## src/rtl/ttrng_pkg.sv

```systemverilog
// Shared types and width helpers for the TTRNG entropy harvester and its FIFO.
package ttrng_pkg;

    typedef enum logic {
        WAIT_FIRST  = 1'b0,
        WAIT_SECOND = 1'b1
    } vn_state_e;

    // Width of a counter that must hold the values 0..depth inclusive.
    function automatic int level_w(input int depth);
        return $clog2(depth + 1);
    endfunction

    // Width of the sample divider counting 0..div-1 (never narrower than 1 bit).
    function automatic int div_w(input int div);
        return (div > 2) ? $clog2(div) : 1;
    endfunction

endpackage

```

## src/rtl/ttrng_fifo.sv

```systemverilog
// First-word-fall-through word FIFO. A push into a full FIFO succeeds only
// when a pop happens in the same cycle.
module ttrng_fifo
    import ttrng_pkg::*;
#(
    parameter int WIDTH = 8,
    parameter int DEPTH = 4
) (
    input  logic                      clk,
    input  logic                      rst_n,
    input  logic                      push_i,
    input  logic [WIDTH-1:0]          push_data_i,
    output logic                      full_o,
    input  logic                      pop_i,
    output logic [WIDTH-1:0]          pop_data_o,
    output logic                      empty_o,
    output logic [level_w(DEPTH)-1:0] level_o
);
    localparam int AW = $clog2(DEPTH);
    localparam int LW = level_w(DEPTH);
    localparam logic [LW-1:0] FULL_LVL = LW'(DEPTH);

    logic [WIDTH-1:0] mem_q [DEPTH];
    logic [AW-1:0]    wptr_q;
    logic [AW-1:0]    rptr_q;
    logic [LW-1:0]    level_q;
    logic             do_push;
    logic             do_pop;

    assign empty_o    = (level_q == '0);
    assign full_o     = (level_q == FULL_LVL);
    assign do_pop     = pop_i & ~empty_o;
    assign do_push    = push_i & (~full_o | do_pop);
    assign level_o    = level_q;
    assign pop_data_o = empty_o ? '0 : mem_q[rptr_q];

    // Pointers wrap naturally because DEPTH is a power of two.
    always_ff @(posedge clk) begin
        if (!rst_n) begin
            wptr_q  <= '0;
            rptr_q  <= '0;
            level_q <= '0;
            for (int i = 0; i < DEPTH; i++) begin
                mem_q[i] <= '0;
            end
        end else begin
            if (do_push) begin
                mem_q[wptr_q] <= push_data_i;
                wptr_q        <= wptr_q + 1'b1;
            end
            if (do_pop) begin
                rptr_q <= rptr_q + 1'b1;
            end
            if (do_push && !do_pop) begin
                level_q <= level_q + 1'b1;
            end else if (do_pop && !do_push) begin
                level_q <= level_q - 1'b1;
            end
        end
    end

endmodule

```

## src/rtl/ttrng_harvester.sv

```systemverilog
// Entropy harvester: synchronise, XOR-combine, strobe-sample, optional von Neumann
// debias, pack into words and buffer. TTRNG_HEALTH_EN adds the repetition-count test.
module ttrng_harvester
    import ttrng_pkg::*;
#(
    parameter int N_CH       = 8,
    parameter int WIDTH      = 8,
    parameter int DEPTH      = 4,
    parameter int SAMPLE_DIV = 4,
    parameter int RCT_LIMIT  = 16
) (
    input  logic                      clk,
    input  logic                      rst_n,
    input  logic                      ena,
    input  logic [N_CH-1:0]           ent_i,
    input  logic [N_CH-1:0]           ch_mask_i,
    input  logic                      debias_i,
    input  logic                      rnd_ready_i,
    output logic [WIDTH-1:0]          rnd_data_o,
    output logic                      rnd_valid_o,
    output logic [level_w(DEPTH)-1:0] fifo_level_o,
    output logic                      overflow_o,
    output logic                      health_fail_o
);
    localparam int DW = div_w(SAMPLE_DIV);
    localparam int CW = $clog2(WIDTH);
    localparam logic [DW-1:0] DIV_LAST = DW'(SAMPLE_DIV - 1);
    localparam logic [CW-1:0] BIT_LAST = CW'(WIDTH - 1);

    logic [N_CH-1:0]  sync1_q, sync2_q;
    logic [DW-1:0]    div_q, div_d;
    vn_state_e        vn_q, vn_d;
    logic             first_q, first_d;
    logic [CW-1:0]    cnt_q, cnt_d;
    logic [WIDTH-2:0] sh_q, sh_d;
    logic             ovf_q, ovf_d;
    logic             comb, strobe, acc, acc_bit;
    logic [WIDTH-1:0] word;
    logic             word_done, push, block, full, empty, pop;

    assign comb      = ^(sync2_q & ch_mask_i);
    assign strobe    = ena & (div_q == DIV_LAST);
    assign div_d     = (!ena || strobe) ? '0 : div_q + 1'b1;
    assign word      = {sh_q, acc_bit};
    assign word_done = acc & (cnt_q == BIT_LAST);
    assign push      = word_done & ~block;
    assign pop       = rnd_valid_o & rnd_ready_i;
    assign ovf_d     = ovf_q | (push & full & ~pop);

    always_comb begin
        vn_d    = vn_q;
        first_d = first_q;
        acc     = 1'b0;
        acc_bit = comb;
        if (!ena || !debias_i) begin
            vn_d = WAIT_FIRST;
            acc  = strobe & ~debias_i;
        end else if (strobe) begin
            if (vn_q == WAIT_FIRST) begin
                vn_d    = WAIT_SECOND;
                first_d = comb;
            end else begin
                vn_d    = WAIT_FIRST;
                acc     = (comb != first_q);
                acc_bit = first_q;
            end
        end
    end

    // The bit counter wraps on the final bit even when the word is blocked or dropped.
    always_comb begin
        cnt_d = cnt_q;
        sh_d  = sh_q;
        if (!ena) begin
            cnt_d = '0;
            sh_d  = '0;
        end else if (acc) begin
            sh_d  = word[WIDTH-2:0];
            cnt_d = (cnt_q == BIT_LAST) ? '0 : cnt_q + 1'b1;
        end
    end

    always_ff @(posedge clk) begin
        if (!rst_n) begin
            sync1_q <= '0;
            sync2_q <= '0;
            div_q   <= '0;
            vn_q    <= WAIT_FIRST;
            first_q <= 1'b0;
            cnt_q   <= '0;
            sh_q    <= '0;
            ovf_q   <= 1'b0;
        end else begin
            sync1_q <= ent_i;
            sync2_q <= sync1_q;
            div_q   <= div_d;
            vn_q    <= vn_d;
            first_q <= first_d;
            cnt_q   <= cnt_d;
            sh_q    <= sh_d;
            ovf_q   <= ovf_d;
        end
    end

`ifdef TTRNG_HEALTH_EN
    localparam int RW = $clog2(RCT_LIMIT + 1);
    localparam logic [RW-1:0] RCT_MAX = RW'(RCT_LIMIT);

    logic [RW-1:0] rct_q, rct_d;
    logic          last_q, last_d;
    logic          hf_q, hf_d;

    // A zero count marks "no sample seen yet", so the first strobe always starts a run of 1.
    always_comb begin
        rct_d  = rct_q;
        last_d = last_q;
        hf_d   = hf_q;
        if (!ena) begin
            rct_d = '0;
            hf_d  = 1'b0;
        end else if (strobe) begin
            last_d = comb;
            if (rct_q == '0 || comb != last_q) begin
                rct_d = RW'(1);
            end else if (rct_q != RCT_MAX) begin
                rct_d = rct_q + 1'b1;
            end
            if (rct_d == RCT_MAX) begin
                hf_d = 1'b1;
            end
        end
    end

    always_ff @(posedge clk) begin
        if (!rst_n) begin
            rct_q  <= '0;
            last_q <= 1'b0;
            hf_q   <= 1'b0;
        end else begin
            rct_q  <= rct_d;
            last_q <= last_d;
            hf_q   <= hf_d;
        end
    end

    assign block         = hf_d;
    assign health_fail_o = hf_q;
`else
    logic unused_rct;
    assign unused_rct    = (RCT_LIMIT != 0);
    assign block         = 1'b0;
    assign health_fail_o = 1'b0;
`endif

    ttrng_fifo #(
        .WIDTH (WIDTH),
        .DEPTH (DEPTH)
    ) u_fifo (
        .clk         (clk),
        .rst_n       (rst_n),
        .push_i      (push),
        .push_data_i (word),
        .full_o      (full),
        .pop_i       (pop),
        .pop_data_o  (rnd_data_o),
        .empty_o     (empty),
        .level_o     (fifo_level_o)
    );

    assign rnd_valid_o = ~empty;
    assign overflow_o  = ovf_q;

endmodule

```

## config.mk

```make
export PLATFORM = sky130hd
export DESIGN_NAME = ttrng_harvester
export DESIGN_NICKNAME = d
export VERILOG_FILES = /design/src/rtl/ttrng_pkg.sv /design/src/rtl/ttrng_fifo.sv /design/src/rtl/ttrng_harvester.sv
export SDC_FILE = /design/constraint.sdc
export NUM_CORES = 1
export LEC_CHECK = 0
export ABC_CLOCK_PERIOD_IN_PS = 6550
export CORE_UTILIZATION = 30
export CTS_BUF_LIST = sky130_fd_sc_hd__clkbuf_8
export CTS_CLUSTER_SIZE = 16
export DETAILED_ROUTE_END_ITERATION = 10
export PLACE_DENSITY = 0.51
export SYNTH_ARGS = -nofsm -noshare
export SYNTH_HDL_FRONTEND = slang
export SYNTH_SLANG_ARGS = --single-unit
```

## constraint.sdc

```tcl
create_clock -name clk -period 6.55 [get_ports clk]
set_input_delay 1.31 -clock clk [delete_from_list [all_inputs] [get_ports clk]]
set_output_delay 1.31 -clock clk [all_outputs]
set_load 0.005 [all_outputs]
```

# ---- After elaboration in Yosys (flattened, before gate mapping)
# Memories as Yosys holds them, arrays and structs flattened. A register that Yosys moved wholly into a read port is not among the register bits.
# Cells that the tools add are included.
dict set report word_totals {
  reg_bits 38
  latchBits 0
  mem_bits_rw 32
  romBits 0
  in_bits 21
  output_inout_bits 14
  wordCells 75
  mem_count 1
}
dict set report op_classes {
  n_addsub 6
  mul 0
  div 0
  n_lt_le_gt_ge 0
  n_eq_ne 4
  shifts 0
  n_mux 20
  bitwise 17
  n_reduce_logical 16
}
# name depth word_bits read_ports rd_clocked_by_memory_dff wr line_no
set mem_list {}
lappend mem_list {u_fifo.mem_q 4 8 1 1 4 ttrng_fifo.sv:23} ;# logic [WIDTH-1:0] mem_q [DEPTH];
# cell n
set op_table {}
lappend op_table {{8-bit two-way mux} 2}
lappend op_table {{1-bit two-way mux} 12}
lappend op_table {{3-bit two-way mux} 3}
lappend op_table {{1-bit AND} 8}
lappend op_table {{8-bit AND} 1}
lappend op_table {{8-bit OR reduction} 1}
lappend op_table {{8-bit XOR reduction} 1}
lappend op_table {{2-bit by 1-bit adder with 2-bit output (second input constant)} 3}
lappend op_table {{3-bit by 1-bit adder with 3-bit output (second input constant)} 2}
lappend op_table {{3-bit == test (second input constant)} 2}
lappend op_table {{2-bit two-way mux} 3}
lappend op_table {{1-bit inverter} 6}
lappend op_table {{1-bit zero test} 4}
lappend op_table {{2-bit AND reduction} 2}
lappend op_table {{2-bit OR reduction} 2}
lappend op_table {{3-bit zero test} 1}
lappend op_table {{3-bit by 1-bit subtractor with 3-bit output (second input constant)} 1}
lappend op_table {{2-bit == test (second input constant)} 1}
lappend op_table {{1-bit logical AND} 2}
lappend op_table {{1-bit logical OR} 2}
lappend op_table {{1-bit bitwise OR} 2}
lappend op_table {{2-bit nonzero test} 1}
lappend op_table {{1-bit != test} 1}

# ---- Depth between registers and ports, before layout
# Gate-level depths: netlist (run 1).
dict set report logic_depth {
  ltp_word 13
  depth_mapped 13
  ltp_nobuf 13
}

# ---- Cells and area by module
# A second synthesis (run 1) with hierarchy kept.
dict set report hier_totals {
  cells_unflattened 255
  area_unflattened_um2 3104.2
}
# mod instances cells_per_inst area_each_um2 seq_area_each_um2
set modules_own_cells {}
lappend modules_own_cells {ttrng_fifo 1 136 1885.6 1141.1}
lappend modules_own_cells {ttrng_harvester 1 119 1218.7 620.6}

# ---- Least setup slack after synthesis (run 1)
# No wires, ideal clock.
dict set report synth_timing {
  path_type {input to register}
  from {input ch_mask_i[3]}
  to {register u_fifo.level_q[2], in the netlist u_fifo.level_o[2]}
  setup_time_ns 0.076
  arrival_ns 3.757
  t_required_ns 6.474
  setup_slack_ns 2.718
  path_stages 13
  n_path_buf 0
  cell_sequence {nand2_1 xor2_1 xnor2_1 xnor3_1 o22ai_4 nand2_4 inv_1 ha_1 inv_1 fa_1 xor2_1 or3_1 a21boi_0}
}
dict set report synth_between {
  elab_chain_cells 11
  word_cells_on_any_way 13
  cone_classes {1 x eq/ne; 4 x mux; 3 x bitwise; 5 x reduce/logical}
}
# item line_no
set synth_lines {}
lappend synth_lines {{start: declaration} ttrng_harvester.sv:16} ;# input logic [N_CH-1:0] ch_mask_i,
lappend synth_lines {{8-bit AND *} ttrng_harvester.sv:41} ;# assign comb = ^(sync2_q & ch_mask_i);
lappend synth_lines {{8-bit XOR reduction *} ttrng_harvester.sv:41}
lappend synth_lines {{1-bit != test *} ttrng_harvester.sv:64} ;# acc = (comb != first_q);
lappend synth_lines {{1-bit two-way mux *} ttrng_harvester.sv:59} ;# if (vn_q == WAIT_FIRST) begin
lappend synth_lines {{1-bit two-way mux *} ttrng_harvester.sv:58} ;# end else if (strobe) begin
lappend synth_lines {{1-bit two-way mux *} ttrng_harvester.sv:55} ;# if (!ena || !debias_i) begin
lappend synth_lines {{1-bit AND *} ttrng_harvester.sv:45} ;# assign word_done = acc & (cnt_q == BIT_LAST);
lappend synth_lines {{1-bit AND *} ttrng_fifo.sv:33} ;# assign do_push = push_i & (~full_o | do_pop);
lappend synth_lines {{named net u_fifo.do_push} ttrng_fifo.sv:27} ;# logic do_push;
lappend synth_lines {{1-bit zero test} ttrng_fifo.sv:56} ;# end else if (do_pop && !do_push) begin
lappend synth_lines {{1-bit logical AND} ttrng_fifo.sv:56}
lappend synth_lines {{2-bit nonzero test (no source line)} -}
lappend synth_lines {{end signal: assignment} ttrng_fifo.sv:55} ;# level_q <= level_q + 1'b1;
lappend synth_lines {{end signal: assignment} ttrng_fifo.sv:57} ;# level_q <= level_q - 1'b1;
lappend synth_lines {{end: declaration} ttrng_fifo.sv:26} ;# logic [LW-1:0] level_q;
# The timed path passes the listed nets; every way through them passes the cells marked *.
# A chain may end at the register's enable or synchronous reset.

# ---- Final worst setup path (run 1)
# Ends and elaborated chain as after synthesis.

==> results.cfg, run 1 <==
[outcome]
outcome = complete, no violations

[hold_path]
hp-class = flip-flop to flip-flop

[synth]
synthMuxAreaShare = 0.0918
synth_top_area_share = 0.304
yosys_warnings = 0
synth_fa_ha_area_frac = 0.0222
synth_nets = 283
synth_top_family_by_area = simple AND/OR/NAND/NOR gates
ys_types = 42
synth_edf_count = 32
synth_ff_type = dfxtp_1
synth_area_mm2 = 0.00316
yosysTopAreaCell = edfxtp_1
synth_most_common_cell = dfxtp_1
async_reset_ff_frac = 0
netlist_top_cells_count = dfxtp_1 (40), and2_1 (34), edfxtp_1 (32), nand2_1 (20), nor2_1 (18)
ys_seq_area_frac = 0.557
synthSimpleGateAreaFrac = 0.217
synth-compound-area-share = 0.0348
yosys-top-cells-area = edfxtp_1 (30%), dfxtp_1 (25%), and2_1 (6.7%), mux4_2 (5.7%), mux2i_1 (3.5%)
synthCells = 257
ys_seq_elements = 72
synth_area_per_cell_um2 = 12.3
synthXorXnorAreaFrac = 0.0403

[power_and_ir_drop]
powerDensity_mw_per_mm2 = 243
p_leak_nw = 1.30
ir_worst_vdd_uv = 105

[grt]
grt_max_degree = 43
first_global_vias = 1935
grt_overflow = 0
grt_pass1_wl_um = 9960
grt_usage = 0.120
grt_antenna_before_repair = 0

[drt]
antenna_left = 0
vias = 1910
wl_per_cell_um = 13.8
dr.pass1.iters = 4
drt_wl_total_um = 5900
via_per_inst = 4.45
drt-initial-drc-count = 73
drc = 0

[critical_path]
crit_path_cell_trace = clkdlybuf4s50_1 > nand2_1 > xor2_1 > xnor2_1 > xnor3_1 > o22ai_4 > nand2_4 > inv_1 > ha_1 > inv_1 > fa_1 > xor2_1 > or3_1 > a21boi_0
reg2reg_from = sync2_q[2]
endpoint = u_fifo.level_o[2]
crit_type = primary input to flip-flop
startpoint = ch_mask_i[3]
reg2reg_slack_ns = 2.93
cp.depth = 14
cp-start-kind = primary input
cpPeakStageDelay_ns = 0.47
worstPathMaxFanout = 15
rr_worst_depth = 13
cp_slowest_cell = o22ai_4
path_buf_inv = 3
crit_family = XOR/XNOR gates
r2r-end = u_fifo.level_o[2]
critPathRequiredTime_ns = 6.83
cp-end-kind = flip-flop
arrival_ns = 5.01

[timing]
whs_ns = 0.436
tns_ns = 0
drv_slew = 0
rsz0062_at_grt = no
hold_viol = 0
min_period_over_period = 0.722
worst_clock_skew_ns = 0.00975
slew_headroom = 0.397
tightest_slew_ns = 0.899
min_period_ns = 4.73
fmax_mhz = 211
finalSetupViolCount = 0

[die]
start_util = 0.308
fp.dieArea_mm2 = 0.0110
placementRows = 37
ioPinCount = 35
die-width_um = 105
core_mm2 = 0.0103
die_h_um = 105

[clock_tree]
cts_max_path_buffers = 2
clock-sinks = 72
cts_buffers = 9
clk_pin_slew_worst_paths_ns = 0.08
cts_tree = done
hold_buffers = 0
cts_root_buffer = clkbuf_8
postCtsResizedCells = 0
cts_max_level = 3
cts_setup_buffers = 0
insertion_delay_ns = 0.34

[finish]
syn_to_final_growth_pct = 20.8
multi_input_area_mm2 = 0.00129
n_antenna_cell = 0
layout.nets = 314
drive_above_1_share = 0.150
layout.cells.non_filler = 429
register_area_mm2 = 0.00176
fillCellCount = 1035
postLayoutCoreUtil = 0.372

[flow_run]
maxCapViolCount = 0

[placement]
place_inst = 413
place.port_buffers = 33
gp_congestion = 0.704
hpwlAfterDp_um = 4170
==> registers in the layout, indices dropped and copies added, names as in the netlist, named ones only <==
signal and cells:
u_fifo.level_o 3, vn_q 1, first_q 1, overflow_o 1, u_fifo.rptr_q 2, cnt_q 3, sync2_q 8, div_q 2
u_fifo.mem_q 32, u_fifo.wptr_q 2, sync1_q 8, sh_q 7
==> per-layer routing <==
layer | vias to the layer above | global-route usage | routed length, µm
met5 | - | 0 | 0
met2 | 25 | 0.188 | 2780
met1 | 913 | 0.154 | 2870
met4 | 0 | 0.0604 | 95
li1 | 966 | - | -
met3 | 6 | 0.0268 | 153
==> layout by cell type, fill, tap and decap left out, types with 8 or more instances in the layout <==
cell type        Yosys  routed
nor3_2               8       8
and2_1              34      34
nor2_1              18      18
dfxtp_1             40      40
inv_1                9       9
clkdlybuf4s50_1      0      33
mux2i_1             11      11
nand2_1             20      20
xnor2_1              8       8
edfxtp_1            32      32
mux4_2               8       8
clkbuf_8             0      10
==> metrics by stage <==
step                power, W  worst slack (ns)  instance area [µm²]
finish              0.000928              1.82                 3820
global route        0.000960              1.55                 3820
CTS                 0.000940              1.80                 3820
detailed placement  0.000542              1.43                 3590
global placement    0.000541              1.56                 3590
floorplan           0.000521              2.72                 3160
==> final cells by class <==
cell class	instances	share of cell area
clock inverters	6	0.0236
repair buffers	34	0.0884
flip-flops and latches	72	0.461
inverters	9	0.00884
multi-input cells	162	0.337
well taps	136	0.0445
clock buffers	10	0.0360
==> kinds of logic after synthesis <==
kind of cell               after synthesis
and+or+nand+nor                        111
buffers and inverters                   23
other                                    1
muxes                                   19
adders and majority gates                5
DFF                                     72
xor gates and xnor gates                13
AOI/OAI and AO/OA                       13
==> how the worst min path moves through the flow <==
stage | slack, ns | from | end | cells past startpoint
2_1_floorplan | 0.40 | div_q[0] | div_q[0] | 1
4_1_cts | 0.44 | sync1_q[6] | sync2_q[6] | 1
6_report | 0.44 | sync1_q[6] | sync2_q[6] | 1
3_5_place_dp | 0.42 | sync1_q[6] | sync2_q[6] | 1
5_1_grt | 0.45 | sync1_q[6] | sync2_q[6] | 1
3_3_place_gp | 0.41 | div_q[0] | div_q[0] | 1
==> power by group <==
| group | leakage (nW) | total (W) | switching, W | internal [W] |
|---|---|---|---|---|
| logic | 0.554 | 0.0000444 | 0.0000216 | 0.0000228 |
| registers | 0.630 | 0.000486 | 0.00000362 | 0.000483 |
| clock network | 0.117 | 0.000397 | 0.000171 | 0.000227 |
Note: power is estimated with default switching activity, not from simulation.
==> run 2, diff against run 1 <==
--- a/config.mk
+++ b/config.mk
@@ -5,12 +5,12 @@
 export SDC_FILE = /design/constraint.sdc
 export NUM_CORES = 1
 export LEC_CHECK = 0
-export ABC_CLOCK_PERIOD_IN_PS = 6550
+export ABC_CLOCK_PERIOD_IN_PS = 4300
 export CORE_UTILIZATION = 30
 export CTS_BUF_LIST = sky130_fd_sc_hd__clkbuf_8
 export CTS_CLUSTER_SIZE = 16
 export DETAILED_ROUTE_END_ITERATION = 10
-export PLACE_DENSITY = 0.51
+export PLACE_DENSITY = 0.53
 export SYNTH_ARGS = -nofsm -noshare
 export SYNTH_HDL_FRONTEND = slang
 export SYNTH_SLANG_ARGS = --single-unit
==> constraint.sdc (replaced) <==
create_clock -name clk -period 4.3 [get_ports clk]
set_input_delay 0.86 -clock clk [delete_from_list [all_inputs] [get_ports clk]]
set_output_delay 0.86 -clock clk [all_outputs]
set_load 0.005 [all_outputs]
==> results.cfg, run 2 (synthesized netlist as in run 1, its figures left out) <==
[power_and_ir_drop]
ir_worst_vdd_uv = 171
p_clk_frac = 0.392
p_sw_w = 0.000293
combPwrFrac = 0.053
sw_frac_of_total = 0.220
power.internal_w = 0.00104
p_leak_nw = 1.32
powerDensity_mw_per_mm2 = 347
pwr-share-seq = 0.556

[finish]
final_common_cell = dfxtp_1
layout.nets = 321
postLayoutCoreUtil = 0.373
reg_top3 = u_fifo.mem_q: 32 flops, sync1_q: 8 flops, sync2_q: 8 flops
register_area_mm2 = 0.00176
syn_to_final_growth_pct = 21.3
layout_common_cells = dfxtp_1 (40), and2_1 (34), clkdlybuf4s50_1 (33)
drive_above_1_share = 0.170
n_antenna_cell = 0
multi_input_area_mm2 = 0.00129
largest_register_ffs = 32
largest-register = u_fifo.mem_q
fillCellCount = 1015

[outcome]
outcome = complete, no violations

[drt]
vias = 1940
drt-initial-drc-count = 87
dr.pass1.iters = 4
wl_per_cell_um = 13.7
drt_wl_total_um = 5990
antenna_left = 0
via_per_inst = 4.45
drc = 0

[grt]
first_global_vias = 1924
grt_overflow = 0
grt_max_degree = 27
grt_usage = 0.119
grt_antenna_before_repair = 0
grt_pass1_wl_um = 9930

[clock_tree]
cts_root_buffer = clkbuf_8
postCtsResizedCells = 0
insertion_delay_ns = 0.35
cts_setup_buffers = 0
clk_pin_slew_worst_paths_ns = 0.07
cts_max_path_buffers = 2
hold_buffers = 0
clock-sinks = 72
cts_tree = done
cts_buffers = 9
cts_max_level = 3

[die]
die-width_um = 105
core_mm2 = 0.0103
placementRows = 37
fp.dieArea_mm2 = 0.0110
die_h_um = 105
start_util = 0.308
ioPinCount = 35

[timing]
worst_clock_skew_ns = 0.00789
hold_viol = 0
rsz0062_at_grt = no
min_period_ns = 3.63
finalSetupViolCount = 0
tightest_slew_ns = 0.619
fmax_mhz = 276
drv_slew = 0
slew_headroom = 0.587
min_period_over_period = 0.844
tns_ns = 0
whs_ns = 0.434

[critical_path]
cp-start-kind = primary input
crit_type = primary input to flip-flop
cp_slowest_cell = clkdlybuf4s50_1
crit_family = XOR/XNOR gates
cpPeakStageDelay_ns = 0.46
arrival_ns = 3.90
path_buf_inv = 3
critPathRequiredTime_ns = 4.57
crit_path_cell_trace = clkdlybuf4s50_1 > nand2_1 > xor2_1 > xnor2_1 > xnor3_1 > o22ai_4 > nand2_4 > inv_1 > ha_1 > inv_1 > fa_1 > xor2_1 > or3_1 > a21boi_0
worstPathMaxFanout = 7
cp-end-kind = flip-flop

[placement]
gp_congestion = 0.727
place.port_buffers = 33
hpwlAfterDp_um = 4340

[hold_path]
hp-class = flip-flop to flip-flop

[flow_run]
maxCapViolCount = 0
-- run 2: cell count changes in the layout (fill, tap and decap cells not counted), sizes merged --
cell / previous run / this run
buf: 1 / 8
bufinv: 2 / 1
clkbuf: 10 / 9
clkinvlp: 0 / 1
inv: 11 / 12
-- run 2: stage by stage --
step                      cell area (µm²)  worst slack [ns]  total power (W)  std cells
after floorplan                      3160             0.918         0.000793        257
after global placement               3640             0.377         0.000827        420
after detailed placement             3640             0.273         0.000828        420
after CTS                            3840             0.652          0.00135        436
after global routing                 3840             0.564          0.00140        436
final                                3840             0.672          0.00133        436
-- run 2: layout make-up --
type	instances	area share
clock buffer	9	0.0323
clock inverter	7	0.0179
sequential	72	0.459
inverter	9	0.00880
timing repair buffer	41	0.102
tap	136	0.0443
multi-input combinational	162	0.336
-- run 2: power by group through the flow --
stage          clock, W  combinational [W]  sequential, W
2_1_floorplan         0          0.0000390       0.000754
3_3_place_gp          0          0.0000707       0.000756
3_5_place_dp          0          0.0000711       0.000757
4_1_cts        0.000537          0.0000715       0.000741
5_1_grt        0.000575          0.0000768       0.000743
6_report       0.000522          0.0000703       0.000741
-- run 2: worst paths after layout --
check	from	to	slack, ns	cells past startpoint
worst max-delay path	ch_mask_i[3]	u_fifo.level_o[2]	0.67	14
worst min-delay path	sync1_q[4]	sync2_q[4]	0.43	1
worst max register to register	sync2_q[2]	u_fifo.level_o[2]	1.33	13
worst min register to register	sync1_q[4]	sync2_q[4]	0.43	1
-- run 2: worst register-to-register path, delay by kind of cell, from the launching register on --
| kind | cells | cell delay (ns) |
|---|---|---|
| XOR/XNOR | 4 | 1.04 |
| adder cells (fa/ha/maj) | 2 | 0.59 |
| AND/OR/NAND/NOR | 3 | 0.42 |
| flip-flops | 1 | 0.33 |
| AO/OA/AOI/OAI | 2 | 0.30 |
| buffers and inverters | 2 | 0.22 |
-- run 2: metal layers --
metal  routed length (µm)  global-route usage  share of wire
met5                    0                   0              0
met4                  118              0.0563          0.020
met3                  152              0.0324          0.025
met2                 2930               0.193           0.49
met1                 2790               0.148           0.47
